### src/rtl/morse_from_signal_if.sv
// Key-line input and decoded-character outputs of the Morse receiver.
// The receiver takes the slave side; a consumer or bench takes the master side.
interface morse_from_signal_if;
  logic       i_Signal;
  logic [4:0] o_Morse_Pattern;
  logic [2:0] o_Morse_Length;
  logic       o_Valid;
  logic       o_Error;
  logic       o_Busy;

  modport master (
    output i_Signal,
    input  o_Morse_Pattern,
    input  o_Morse_Length,
    input  o_Valid,
    input  o_Error,
    input  o_Busy
  );

  modport slave (
    input  i_Signal,
    output o_Morse_Pattern,
    output o_Morse_Length,
    output o_Valid,
    output o_Error,
    output o_Busy
  );
endinterface

### src/rtl/morse_from_signal.sv
// Morse receiver: times marks and spaces on a key line in units of UNIT_CYCLES,
// classifies dots and dashes and emits one character per letter gap.
module morse_from_signal #(
  parameter int UNIT_CYCLES = 6250000
) (
  input logic               i_Clock,
  input logic               i_Reset,
  morse_from_signal_if.slave bus
);

  localparam int CW = $clog2(2 * UNIT_CYCLES + 1);

  localparam logic [CW-1:0] GLITCH = CW'(UNIT_CYCLES / 4);
  localparam logic [CW-1:0] DASH   = CW'(2 * UNIT_CYCLES);
  localparam logic [CW-1:0] GAP_M1 = CW'(2 * UNIT_CYCLES - 1);
  localparam logic [CW-1:0] ONE    = CW'(1);
  localparam logic [2:0]    MAX_SYMBOLS = 3'd5;

  typedef enum logic [1:0] {
    S_IDLE,
    S_MARK,
    S_SPACE
  } state_t;

  // Two-flop synchronizer; sig_q is the only view of the key line the FSM uses.
  logic sync1_q;
  logic sig_q;

  state_t        state_q,   state_d;
  logic [CW-1:0] count_q,   count_d;
  logic [4:0]    acc_q,     acc_d;
  logic [2:0]    cnt_q,     cnt_d;
  logic          ovf_q,     ovf_d;
  logic [4:0]    pattern_q, pattern_d;
  logic [2:0]    length_q,  length_d;
  logic          error_q,   error_d;
  logic          valid_q,   valid_d;

  // NOTE: every signal written here gets a default first, so no path through
  // the case leaves one unassigned and no latch is inferred.
  always_comb begin
    state_d   = state_q;
    count_d   = count_q;
    acc_d     = acc_q;
    cnt_d     = cnt_q;
    ovf_d     = ovf_q;
    pattern_d = pattern_q;
    length_d  = length_q;
    error_d   = error_q;
    valid_d   = 1'b0;

    case (state_q)
      S_IDLE: begin
        count_d = '0;
        acc_d   = '0;
        cnt_d   = '0;
        ovf_d   = 1'b0;
        if (sig_q) begin
          state_d = S_MARK;
          count_d = ONE;
        end
      end

      S_MARK: begin
        if (sig_q) begin
          // Saturate at DASH: anything that long is a dash, so no timeout.
          if (count_q != DASH) begin
            count_d = count_q + ONE;
          end
        end else if (count_q < GLITCH) begin
          // Too short to be a symbol; resume whatever came before it.
          if (cnt_q != 3'd0) begin
            state_d = S_SPACE;
            count_d = ONE;
          end else begin
            state_d = S_IDLE;
            count_d = '0;
          end
        end else begin
          if (cnt_q < MAX_SYMBOLS) begin
            acc_d[3'd4 - cnt_q] = (count_q >= DASH);
            cnt_d               = cnt_q + 3'd1;
          end else begin
            ovf_d = 1'b1;
          end
          state_d = S_SPACE;
          count_d = ONE;
        end
      end

      S_SPACE: begin
        if (sig_q) begin
          state_d = S_MARK;
          count_d = ONE;
        end else if (count_q == GAP_M1) begin
          // The GAP-th low sample closes the character.
          pattern_d = acc_q;
          length_d  = cnt_q;
          error_d   = ovf_q;
          valid_d   = 1'b1;
          acc_d     = '0;
          cnt_d     = '0;
          ovf_d     = 1'b0;
          count_d   = '0;
          state_d   = S_IDLE;
        end else begin
          count_d = count_q + ONE;
        end
      end

      default: begin
        state_d = S_IDLE;
        count_d = '0;
      end
    endcase
  end

  // NOTE: state registers use non-blocking assignments so every flop samples
  // the pre-edge value of every other flop, regardless of statement order.
  always_ff @(posedge i_Clock) begin
    if (i_Reset) begin
      sync1_q   <= 1'b0;
      sig_q     <= 1'b0;
      state_q   <= S_IDLE;
      count_q   <= '0;
      acc_q     <= '0;
      cnt_q     <= '0;
      ovf_q     <= 1'b0;
      pattern_q <= '0;
      length_q  <= '0;
      error_q   <= 1'b0;
      valid_q   <= 1'b0;
    end else begin
      sync1_q   <= bus.i_Signal;
      sig_q     <= sync1_q;
      state_q   <= state_d;
      count_q   <= count_d;
      acc_q     <= acc_d;
      cnt_q     <= cnt_d;
      ovf_q     <= ovf_d;
      pattern_q <= pattern_d;
      length_q  <= length_d;
      error_q   <= error_d;
      valid_q   <= valid_d;
    end
  end

  assign bus.o_Morse_Pattern = pattern_q;
  assign bus.o_Morse_Length  = length_q;
  assign bus.o_Error         = error_q;
  assign bus.o_Valid         = valid_q;
  assign bus.o_Busy          = (state_q != S_IDLE);

endmodule

### src/flat_wrapper.sv
// flat-port wrapper written by rule: the top's interface ports become plain ports
module morse_from_signal_flat 
#(
  parameter int UNIT_CYCLES = 6250000
)
  (i_Clock, i_Reset, bus_i_Signal, bus_o_Morse_Pattern, bus_o_Morse_Length, bus_o_Valid, bus_o_Error, bus_o_Busy);
  morse_from_signal_if bus_i ();
  input logic i_Clock;
  input logic i_Reset;
  input wire logic [$bits(bus_i.i_Signal)-1:0] bus_i_Signal;
  output wire logic [$bits(bus_i.o_Morse_Pattern)-1:0] bus_o_Morse_Pattern;
  output wire logic [$bits(bus_i.o_Morse_Length)-1:0] bus_o_Morse_Length;
  output wire logic [$bits(bus_i.o_Valid)-1:0] bus_o_Valid;
  output wire logic [$bits(bus_i.o_Error)-1:0] bus_o_Error;
  output wire logic [$bits(bus_i.o_Busy)-1:0] bus_o_Busy;
  assign bus_i.i_Signal = bus_i_Signal;
  assign bus_o_Morse_Pattern = bus_i.o_Morse_Pattern;
  assign bus_o_Morse_Length = bus_i.o_Morse_Length;
  assign bus_o_Valid = bus_i.o_Valid;
  assign bus_o_Error = bus_i.o_Error;
  assign bus_o_Busy = bus_i.o_Busy;
  morse_from_signal #(.UNIT_CYCLES(UNIT_CYCLES)) u_core (.i_Clock(i_Clock), .i_Reset(i_Reset), .bus(bus_i));
endmodule
### config.mk
export PLATFORM = sky130hd
export DESIGN_NAME = morse_from_signal_flat
export DESIGN_NICKNAME = d
export VERILOG_FILES = /design/src/rtl/morse_from_signal_if.sv /design/src/rtl/morse_from_signal.sv /design/src/flat_wrapper.sv
export SDC_FILE = /design/constraint.sdc
export NUM_CORES = 1
export LEC_CHECK = 0
export CAP_MARGIN = 25
export CORE_MARGIN = 2
export CORE_UTILIZATION = 40
export CTS_CLUSTER_SIZE = 16
export DETAILED_ROUTE_END_ITERATION = 10
export PLACE_DENSITY_LB_ADDON = 0.2
export SLEW_MARGIN = 10
export SYNTH_ARGS = -nofsm -noshare
export SYNTH_HDL_FRONTEND = slang
export SYNTH_SLANG_ARGS = --single-unit
### constraint.sdc
create_clock -name i_Clock -period 3.3 [get_ports i_Clock]
set_clock_uncertainty 0.1 [all_clocks]
set_input_delay 0.33 -clock i_Clock [delete_from_list [all_inputs] [get_ports i_Clock]]
set_output_delay 0.33 -clock i_Clock [all_outputs]
set_load 0.1 [all_outputs]
==> results.json <==
{
  "drt_pre_antenna_iters": 4,
  "rsz0062_at_grt": "false",
  "cp.arrival_ns": 2.59,
  "portBuffers": 13,
  "gr-usage-all-layers_pct": 17.1,
  "path_max_fanout": 7,
  "grt_max_degree": 26,
  "vias_per_cell": 5.34,
  "synth_nets": 283,
  "chip_width_um": 80.4,
  "grt_antenna_before_repair": 0,
  "num_vias": 1913,
  "cp_slowest_cell": "or4_1",
  "layoutNonFillerInstCount": 358,
  "floorplan.die.height_um": 80.4,
  "ys_dominant_reg_cell": "dfxtp_1",
  "first_pass_grt_wire_length_um": 8760,
  "area_growth_pct": 11.2,
  "synth-seq-area-share_pct": 40.3,
  "via_count_of_the_first_global_routing_pass": 1825,
  "post-place-cells": 350,
  "final_period_minus_worst_setup_slack_ns": 2.51,
  "synth.ff_latch_count": 47,
  "ant_cells": 0,
  "detailedPlacementHpwl_um": 3480,
  "worstHoldPathType": "reg -> reg",
  "syn-instance-count": 275,
  "cp.required_ns": 3.38,
  "achievable-frequency_mhz": 399,
  "cts-buffers-inserted": 5,
  "synth_cell_types": 47,
  "yosys_warnings": 0,
  "worst_path_largest_cell_delay_ns": 0.61,
  "post_route_drc_violation_count": 0,
  "insertion_delay_ns": 0.30,
  "route.antenna.remaining_nets": 0,
  "num-nets-final": 293,
  "postSynthAreaPerCell_um2": 8.50,
  "cap_viol_max_count": 0,
  "number_of_enable_flip_flop_cells_after_synthesis": 0,
  "vdd.ir_drop.worst_uv": 242,
  "total_leakage_power_nw": 0.931,
  "relative_max_transition_margin_pct": 34.8,
  "grt_overflow_total": 0,
  "die-area_um2": 6470,
  "placeableCoreArea_um2": 5570,
  "cts_hold_repair.buffers": 0,
  "num_rows": 27,
  "worst_setup_path_start_kind": "flop",
  "globalplace.congestion": 0.823,
  "layout_worst_path_cycle_share_pct": 75.9,
  "clock_tree.root_cell": "clkbuf_8",
  "drt_iter0_markers": 106,
  "criticalPathCategory": "reg -> reg",
  "cts_resized": 0,
  "tritoncts": "yes",
  "clk_path_buf_depth": 2,
  "worst_pin_slew_ns": 0.975,
  "htree_levels": 2,
  "initial_standard_cell_utilization_of_the_core_pct": 41.9,
  "tritoncts_num_sinks": 47,
  "run_status": "complete, no violations",
  "worstPathCellList": "or4_1 > and4b_1 > nand4_1 > a21oi_2 > o2111ai_1 > mux2i_1",
  "io_pins": 14,
  "finalSetupViolations": 0,
  "cts_post_setup_buffers_inserted": 0,
  "syn_area_um2": 2340,
  "timing.setup.tns_ns": 0,
  "final-hold-violation-count": 0,
  "asyncSetResetFlopFracSynth_pct": 0,
  "mostFrequentLayoutCell": "dfxtp_1",
  "pwr_density_cell_nw_per_um2": 355,
  "cts_clock_pin_slew_for_the_worst_setup_and_hold_paths_ns": 0.08,
  "detail_route.wirelength_um": 4840,
  "routedWlPerCell_um": 13.5,
  "critPathCaptureType": "flop",
  "slew_viol_final": 0,
  "proportion_of_layout_cells_with_a_drive_suffix_above_1_pct": 6.29,
  "final_cell_mix": "dfxtp_1, nor2_1, nand2_1"
}
-- routing by layer --
layer / wire (µm) / vias to the layer above / share of wire [%] / track usage [%]
met3: 181 / 5 / 3.7 / 3.48
met5: 0 / - / 0 / 0
met1: 2420 / 882 / 50 / 23.7
li1: - / 990 / - / -
met4: 74 / 0 / 1.5 / 6.10
met2: 2160 / 36 / 45 / 26.3
-- power breakdown --
| part | switching [mW] | internal, mW |
|---|---|---|
| Combinational | 0.0114 | 0.00568 |
| Clock | 0.186 | 0.149 |
| Sequential | 0.00257 | 0.568 |
| Total | 0.200 | 0.723 |
-- Yosys cell counts, drive strengths merged, types with 4 or more instances --
master | number | share of area [%]
nor3 | 16 | 3.4
o21ai | 7 | 1.5
inv | 8 | 1.3
clkbuf | 10 | 1.6
nor2b | 5 | 1.3
and3 | 6 | 1.6
or3 | 5 | 1.3
xor2 | 13 | 4.9
nand2 | 24 | 3.9
mux2i | 10 | 4.3
ha | 5 | 2.7
nand4 | 5 | 1.6
o2111ai | 4 | 1.5
a21oi | 17 | 3.8
nand3 | 10 | 2.1
and2 | 5 | 1.3
xnor2 | 7 | 2.6
dfxtp | 47 | 40
nor2 | 35 | 5.6
-- flip-flops by register name (all words and copies together) (netlist names) --
name and cells:
u_core.count_q 24, u_core.acc_q 5, u_core.bus.o_Morse_Pattern 5, u_core.bus.o_Morse_Length 3, u_core.cnt_q 3, u_core.state_q 2
u_core.bus.o_Error 1, u_core.bus.o_Valid 1, u_core.ovf_q 1, u_core.sig_q 1, u_core.sync1_q 1
-- cell families (layout without fill, tap and decap cells) --
| family | count (synthesis) | in the layout | synth area share [%] |
|---|---|---|---|
| flops | 47 | 47 | 40.3 |
| compound gates | 41 | 41 | 11.3 |
| simple gates | 131 | 131 | 30.2 |
| buf+inv | 21 | 32 | 3.80 |
| fa+ha+maj | 5 | 5 | 2.68 |
| xor+xnor | 20 | 20 | 7.49 |
| mux | 10 | 10 | 4.28 |
-- final timing paths --
check | from | to | slack [ns] | cells after the start
hold reg to reg | u_core.sync1_q | u_core.sig_q | 0.34 | 1
setup reg to reg | u_core.count_q[22] | u_core.acc_q[0] | 0.79 | 6
setup / recovery | u_core.count_q[22] | u_core.acc_q[0] | 0.79 | 6
hold / removal | u_core.sync1_q | u_core.sig_q | 0.34 | 1
-- worst max-delay path: cells and delay by family, from the launching register on --
family           cells  cell delay, ns
multiplexers         1            0.15
AO/OA/AOI/OAI        2            0.61
AND/OR/NAND/NOR      3            1.16
flip-flops           1            0.37
-- stage by stage --
stage	worst slack, ns	util [%]	power, mW	cell area [µm²]	hold slack [ns]
final	0.795	46.6	0.923	2600	0.340
after global routing	0.556	46.6	0.959	2600	0.364
after CTS	0.781	46.6	0.938	2600	0.349
after detailed placement	0.828	45.2	0.602	2520	0.328
after global placement	0.832	45.2	0.601	2520	0.319
after floorplan	1.03	-	0.595	2340	0.314
-- area by class of cell --
type,instances,area [µm²]
tap,72,90.1
clock buffer,7,76.3
clock inverter,1,5.00
multi-input combinational,207,1310
fill,579,2970
timing repair buffer,16,150
sequential,47,941
inverter,8,30.0
(Power assumes the default switching activity.)
